===== config.mk =====
export PLATFORM = sky130hd
export DESIGN_NAME = fifo_addr_ctrl_flat
export DESIGN_NICKNAME = d
export VERILOG_FILES = /design/src/rtl/fifo_addr_ctrl_if.sv /design/src/rtl/fifo_addr_ctrl.sv /design/src/flat_wrapper.sv
export SDC_FILE = /design/constraint.sdc
export NUM_CORES = 1
export LEC_CHECK = 0
export ABC_AREA = 1
export CELL_PAD_IN_SITES_DETAIL_PLACEMENT = 1
export CELL_PAD_IN_SITES_GLOBAL_PLACEMENT = 2
export CORE_AREA = 2 2 137 139
export CTS_CLUSTER_SIZE = 12
export DETAILED_ROUTE_END_ITERATION = 16
export DIE_AREA = 0 0 139 141
export GPL_ROUTABILITY_DRIVEN = 0
export GPL_TIMING_DRIVEN = 0
export HOLD_SLACK_MARGIN = 0.15
export PLACE_DENSITY_LB_ADDON = 0.1
export SYNTH_ARGS = -nofsm -noshare
export SYNTH_HDL_FRONTEND = slang
export SYNTH_SLANG_ARGS = --single-unit

===== constraint.sdc =====
create_clock -name clk -period 1.8 [get_ports clk]
set_clock_uncertainty 0.1 [all_clocks]
set_input_delay 0.45 -clock clk [delete_from_list [all_inputs] [get_ports clk]]
set_output_delay 0.45 -clock clk [all_outputs]
set_load 0.02 [all_outputs]

===== src/rtl/fifo_addr_ctrl_if.sv =====
// fifo_addr_ctrl_if: client enables and pointer outputs of the shared delay-FIFO address generator.
interface fifo_addr_ctrl_if #(
  parameter int NTT_STAGE_CNT = 8,
  parameter int MUL_STAGE_CNT = 4,
  parameter int NTT_CNT       = 1,
  parameter int INTT_CNT      = 1
);
  localparam int S  = NTT_STAGE_CNT;
  localparam int DM = 1 << (S - 2);
  localparam int AW = $clog2(DM > MUL_STAGE_CNT ? DM : MUL_STAGE_CNT);
  localparam int MB = $clog2(MUL_STAGE_CNT - 1) > 1 ? $clog2(MUL_STAGE_CNT - 1) : 1;
  logic [NTT_CNT*S-1:0]  ntt_en;
  logic [INTT_CNT*S-1:0] intt_en;
  logic                  fifom_en;
  logic                  flush;
  logic                  clr_err;
  logic [MB-1:0]         fifom_addr;
  logic [S*AW-1:0]       fifo2_addr;
  logic [S*AW-1:0]       ntt_addr;
  logic [S*AW-1:0]       intt_addr;
  logic [S-1:0]          conflict;
  logic                  busy;
  modport master (
    output ntt_en, intt_en, fifom_en, flush, clr_err,
    input  fifom_addr, fifo2_addr, ntt_addr, intt_addr, conflict, busy
  );
  modport slave (
    input  ntt_en, intt_en, fifom_en, flush, clr_err,
    output fifom_addr, fifo2_addr, ntt_addr, intt_addr, conflict, busy
  );
endinterface


===== src/rtl/fifo_addr_ctrl.sv =====
// fifo_addr_ctrl: per-stage wrap-around delay-FIFO pointers shared by NTT/INTT clients,
// with merged enables, sticky collision flags and synchronous flush.
module fifo_addr_ctrl #(
  parameter int NTT_STAGE_CNT = 8,
  parameter int MUL_STAGE_CNT = 4,
  parameter int NTT_CNT       = 1,
  parameter int INTT_CNT      = 1
) (
  input logic              clk,
  input logic              rst,
  fifo_addr_ctrl_if.slave  bus
);
  localparam int S  = NTT_STAGE_CNT;
  localparam int DM = 1 << (S - 2);
  localparam int AW = $clog2(DM > MUL_STAGE_CNT ? DM : MUL_STAGE_CNT);
  localparam int MB = $clog2(MUL_STAGE_CNT - 1) > 1 ? $clog2(MUL_STAGE_CNT - 1) : 1;
  localparam logic [MB-1:0] FM_LAST = MB'(MUL_STAGE_CNT - 2);

  function automatic logic [AW-1:0] last(input int k);
    return AW'((1 << (k < S - 2 ? k : S - 2)) - 1);
  endfunction

  logic [AW-1:0] p_q [S];
  logic [AW-1:0] p_d [S];
  logic [MB-1:0] fm_q, fm_d;
  logic [S-1:0]  cf_q, cf_d;
  logic [S-1:0]  en, col;
  logic [S*AW-1:0] p_flat;

  // NTT clients walk stages in reverse, so NTT stage S-1-k lands on controller stage k
  always_comb begin
    logic e, x;
    for (int k = 0; k < S; k++) begin
      e = 1'b0;
      x = 1'b0;
      for (int c = 0; c < NTT_CNT; c++) begin
        x = x | (e & bus.ntt_en[c*S+S-1-k]);
        e = e | bus.ntt_en[c*S+S-1-k];
      end
      for (int c = 0; c < INTT_CNT; c++) begin
        x = x | (e & bus.intt_en[c*S+k]);
        e = e | bus.intt_en[c*S+k];
      end
      en[k]  = e;
      col[k] = x;
    end
  end

  always_comb begin
    for (int k = 0; k < S; k++) begin
      p_d[k]  = bus.flush ? '0 : !en[k] ? p_q[k] : p_q[k] == last(k) ? '0 : p_q[k] + AW'(1);
      cf_d[k] = bus.flush ? 1'b0 : col[k] ? 1'b1 : bus.clr_err ? 1'b0 : cf_q[k];
    end
    fm_d = bus.flush ? '0 : !bus.fifom_en ? fm_q : fm_q == FM_LAST ? '0 : fm_q + MB'(1);
  end

  always_ff @(posedge clk) begin
    if (rst) begin
      for (int k = 0; k < S; k++) p_q[k] <= '0;
      fm_q <= '0;
      cf_q <= '0;
    end else begin
      for (int k = 0; k < S; k++) p_q[k] <= p_d[k];
      fm_q <= fm_d;
      cf_q <= cf_d;
    end
  end

  always_comb begin
    p_flat = '0;
    for (int k = 0; k < S; k++) p_flat[k*AW +: AW] = p_q[k];
  end

  for (genvar j = 0; j < S; j++) begin : g_map
    assign bus.ntt_addr[j*AW +: AW] = p_q[S-1-j];
  end

  assign bus.fifo2_addr = p_flat;
  assign bus.intt_addr  = p_flat;
  assign bus.fifom_addr = fm_q;
  assign bus.conflict   = cf_q;
  assign bus.busy       = |p_flat | |fm_q;
endmodule


===== src/flat_wrapper.sv =====
// flat-port wrapper written by rule: the top's interface ports become plain ports
module fifo_addr_ctrl_flat 
#(
  parameter int NTT_STAGE_CNT = 8,
  parameter int MUL_STAGE_CNT = 4,
  parameter int NTT_CNT       = 1,
  parameter int INTT_CNT      = 1
)
  (clk, rst, bus_ntt_en, bus_intt_en, bus_fifom_en, bus_flush, bus_clr_err, bus_fifom_addr, bus_fifo2_addr, bus_ntt_addr, bus_intt_addr, bus_conflict, bus_busy);
  fifo_addr_ctrl_if #(.NTT_STAGE_CNT(NTT_STAGE_CNT), .MUL_STAGE_CNT(MUL_STAGE_CNT), .NTT_CNT(NTT_CNT), .INTT_CNT(INTT_CNT)) bus_i ();
  input logic clk;
  input logic rst;
  input wire logic [$bits(bus_i.ntt_en)-1:0] bus_ntt_en;
  input wire logic [$bits(bus_i.intt_en)-1:0] bus_intt_en;
  input wire logic [$bits(bus_i.fifom_en)-1:0] bus_fifom_en;
  input wire logic [$bits(bus_i.flush)-1:0] bus_flush;
  input wire logic [$bits(bus_i.clr_err)-1:0] bus_clr_err;
  output wire logic [$bits(bus_i.fifom_addr)-1:0] bus_fifom_addr;
  output wire logic [$bits(bus_i.fifo2_addr)-1:0] bus_fifo2_addr;
  output wire logic [$bits(bus_i.ntt_addr)-1:0] bus_ntt_addr;
  output wire logic [$bits(bus_i.intt_addr)-1:0] bus_intt_addr;
  output wire logic [$bits(bus_i.conflict)-1:0] bus_conflict;
  output wire logic [$bits(bus_i.busy)-1:0] bus_busy;
  assign bus_i.ntt_en = bus_ntt_en;
  assign bus_i.intt_en = bus_intt_en;
  assign bus_i.fifom_en = bus_fifom_en;
  assign bus_i.flush = bus_flush;
  assign bus_i.clr_err = bus_clr_err;
  assign bus_fifom_addr = bus_i.fifom_addr;
  assign bus_fifo2_addr = bus_i.fifo2_addr;
  assign bus_ntt_addr = bus_i.ntt_addr;
  assign bus_intt_addr = bus_i.intt_addr;
  assign bus_conflict = bus_i.conflict;
  assign bus_busy = bus_i.busy;
  fifo_addr_ctrl #(.NTT_STAGE_CNT(NTT_STAGE_CNT), .MUL_STAGE_CNT(MUL_STAGE_CNT), .NTT_CNT(NTT_CNT), .INTT_CNT(INTT_CNT)) u_core (.clk(clk), .rst(rst), .bus(bus_i));
endmodule

# Word level (Yosys, flattened, before mapping)
# Memories as Yosys holds them, arrays and structs flattened.
# Index checks and enable logic that the tools add are counted.
# Widths: inputs -> output; s select.
# totals
regBits	10
output_inout_bits	155
inputBits	21
memories	1
latchBits	0
ramBits	48
mem_bits_ro	0
# op_classes
multipliers	0
magnitude_cmp	0
n_bitwise	25
shifts	0
mux	45
addsub	9
eq_ne	8
div_mod_pow	0
reduce_logical	12
# memory_table
memory	depth	word_bits	rd	rd_clocked_by_memory_dff	wr	line_no	rtl
u_core.p_q	8	6	8	0	8	fifo_addr_ctrl.sv:23	logic [AW-1:0] p_q [S];
# op_table
op	count
$mux 6	32
$add 6x1->6 const B	8
$reduce_or 48->1	1
$or 1x1->1	17
$reduce_bool 2->1	8
$eq 6x6->1 const B	2
$mux 1	12
$and 1x1->1	8
$eq 6x1->1 const B	1
$eq 6x2->1 const B	1
$eq 6x3->1 const B	1
$eq 6x4->1 const B	1
$eq 6x5->1 const B	1
$logic_not 6->1	1
$reduce_or 2->1	2
$add 2x1->2 const B	1
$eq 2x2->1 const B	1
$mux 2	1

# Depth between registers and ports, before layout
# logic_depth
ltp_word	5
ltp_mapped	7

# Worst setup path after synthesis
# No wires, ideal clock.
# synth_timing
kind	flip-flop to output port
startpoint	memory u_core.p_q[0][6] (netlist bit)
endpoint	output port bus_busy
n_path_buf	0
setup_slack_ps	21
path_stages_with_launch	7
arrival_ps	1229
path_cell_list	dfxtp_1 -> inv_1 -> ha_1 -> nand3_1 -> nor3_1 -> and2_1 -> nand2_1
# synth_rtl
element	line_no	rtl
start, declared	fifo_addr_ctrl.sv:23	
end, declared	flat_wrapper.sv:23	output wire logic [$bits(bus_i.busy)-1:0] bus_busy;

==> summary.txt <==
Clocking
  – Htree depth: 3
  – Worst-path clk slew: 0.05 ns
  – CTS Buffer Depth: 2
  – CTS Sinks: 58
  – CTS tree: yes
  – Root Driver: clkbuf_16
  – Hold Buf Count CTS: 0
  – Total CTS buffers: 9
  – Clock Latency Late Sink: 0.33 ns

Die
  – Die Y: ~140 um
  – Row Count: 50
  – Initial core utilization: 0.206
  – IO Pins: between 150 and 200
  – Die width: approximately 140 um
  – Die footprint: 0.0196 mm^2
  – Core ar.: between 0.015 and 0.02 mm^2

Place
  – Post-DP HPWL: 9960 um
  – # port buffers: around 180
  – Pre-CTS setup slack: -0.574 ns

Finish
  – Final #Nets: between 700 and 800
  – Fraction of layout cells with a size suffix above 1: 0.314
  – Diodes inserted: 0
  – Area Growth Syn to Fin: 65.6%
  – FILL cells: about 2300
  – Storage cell area: approximately 0.0013 mm^2
  – Multi-input gate area: 0.00170 mm^2

STA
  – Final worst path period share: 1.12
  – Slew Limit Headroom: 0.720
  – Max Clock Freq: a little under 500 MHz
  – Slack of the critical path: -0.219 ns
  – Final Hold Vio Count: 0
  – Worst Tran Pin Value: about 0.42 ns
  – Final setup viols: 1
  – Final Max Slew Viols: 0
  – RSZ-0062 raised after global routing: yes
  – Smallest hold slack: about 0.36 ns
  – Fin crit period: just over 2 ns

Logic synthesis
  – Synth top area share: 0.308
  – Flops & latches, synth: 58
  – Synth unique cells: 23
  – Mean Syn Cell Area: slightly below 7 um^2
  – Register area share after synthesis: 0.308
  – Syn nets: a little under 600
  – Yosys warns: 0
  – Cells after synthesis: between 500 and 600
  – Largest area contributor in the netlist: dfxtp_1
  – Top post-synthesis cells by area: dfxtp_1, buf_4, nand2_1
  – Netlist Area Pre-Place: 0.00376 mm^2

Power
  – VDD IR max: 0.000410 V
  – Leakage: between 3 and 4 nW
  – Pwr/cell area: 574 mW/mm^2

Run
  – Max Cap Viol: 0

Drt
  – DR pass1 iterations: 4
  – Routed Antenna Nets: 0
  – Final wirelength: ~13000 um
  – Vias: ~4000
  – Routed WL per cell: approximately 13 um
  – Via/cell ratio: approximately 4
  – Residual DRC: 0
  – Iter 0 DRT Violations: 100

Global route
  – Global-route usage over all layers: 0.135
  – Grt total ovfl: 0
  – Largest net degree at the start of global routing: 11
  – Vias in the first global route: ~4000
  – Antenna violations before repair: 0
  – First-pass GRT wire length: 21000 um

Worst setup path
  – Max FO, Critical Path: 4
  – Crit-path max cell delay: about 0.36 ns
  – Worst setup SP type: flip-flop
  – Kind of critical path: flip-flop to output pin
  – Slowest CP cell: dfxtp_4
  – Cell breakdown of the critical path: inv_4 -> ha_2 -> nand2_1 -> nor3_2 -> and2_1 -> nand2_2 -> buf_6
  – Crit path DAT: 1.47 ns
  – Crit. End Element: output pin
  – Data required, critical path: 1.25 ns

Hold path
  – Tightest Hold Check Type: flip-flop to flip-flop

Run status
  – Failing checks: negative setup slack
  – Status: complete, but fails checks
power by group:
part | switching (mW) | internal [mW]
registers | 0.0385 | 1.30
clock network | 0.597 | 1.10
logic | 0.296 | 0.249
total | 0.932 | 2.65
logic make-up after synthesis:
logic type      share of synthesized area
simple gates                        0.276
xor+xnor                          0.00698
compound gates                     0.0824
buf+inv                             0.270
fa+ha+maj                          0.0565
flops                               0.308
synth_stat cells, drive strengths merged:
cell,number
nor3,8
o211ai,1
nor3b,1
nand4,10
nand3,30
buf,101
nor2,64
a21oi,39
ha,17
inv,69
nand2,119
o31ai,1
and2,1
o21ai,20
xor2,3
dfxtp,58
sequential cells by signal, summed over array words and instances, names as in the netlist:
register               cells
u_core.p_q                48
u_core.bus.conflict        8
u_core.bus.fifom_addr      2
metrics by stage:
step	util	TNS [ns]	std cells	total power, mW	cell area, um^2
2_1_floorplan	-	0	542	1.65	3760
3_3_place_gp	0.318	-3.20	951	1.91	5810
3_5_place_dp	0.318	-3.11	951	1.92	5810
4_1_cts	0.337	-0.263	977	3.66	6160
5_1_grt	0.341	-0.296	982	3.77	6230
6_report	0.341	-0.219	982	3.58	6230
routing by layer:
metal,wire [um],GRT usage
met5,0,0
met4,255,0.0558
met1,5420,0.155
met2,6610,0.242
met3,740,0.0289
cell type report:
cell class	instances	area share
Tap cell	234	0.0470
Inverter	69	0.0435
Buffer	101	0.122
Multi-Input combinational cell	314	0.272
Clock buffer	12	0.0395
Timing Repair Buffer	191	0.268
Clock inverter	3	0.00642
Sequential cell	58	0.201
layout by cell type, fill, tap and decap left out, types with 2 or more instances in the layout:
cell / instances
dlygate4sd2_1: 145
buf_4: 122
nand2_1: 115
inv_1: 52
nor2_1: 43
a21oi_1: 39
nand3_1: 30
dfxtp_2: 29
clkdlybuf4s50_1: 20
o21ai_1: 15
dfxtp_4: 15
dfxtp_1: 14
inv_2: 12
nor2_2: 12
ha_1: 11
nand4_1: 10
nor2_4: 9
clkbuf_16: 9
inv_4: 5
o21ai_0: 5
nor3_2: 4
nor3_1: 4
ha_4: 4
buf_6: 3
xor2_1: 3
nand2_4: 2
nand2_2: 2
ha_2: 2
clkbuf_1: 2
clkinv_2: 2
final timing paths:
kind	start	slack, ns	depth (start not counted)	endpoint
worst min-delay path	u_core.bus.conflict[1]$_SDFFE_PP0P_	0.36	2	u_core.bus.conflict[1]$_SDFFE_PP0P_
worst min register to register	u_core.bus.conflict[1]$_SDFFE_PP0P_	0.36	2	u_core.bus.conflict[1]$_SDFFE_PP0P_
worst max-delay path	u_core.p_q[1][18]$_SDFFE_PP0P_	-0.22	7	bus_busy
worst max register to register	u_core.p_q[1][19]$_SDFFE_PP0P_	0.34	7	u_core.p_q[1][23]$_SDFFE_PP0P_
worst max-delay path, delay by kind of cell, from the launching register on:
kind | cells | cell delay, ns
fa+ha+maj | 1 | 0.16
flops | 1 | 0.36
simple gates | 4 | 0.43
buf+inv | 2 | 0.19
repair_timing:
item	in CTS	in global routing
gates resized for setup	249	26
setup endpoints to repair	155	12
setup buffers	11	5
pin swaps	7	6
gates cloned	0	0
(Power assumes the default switching activity.)
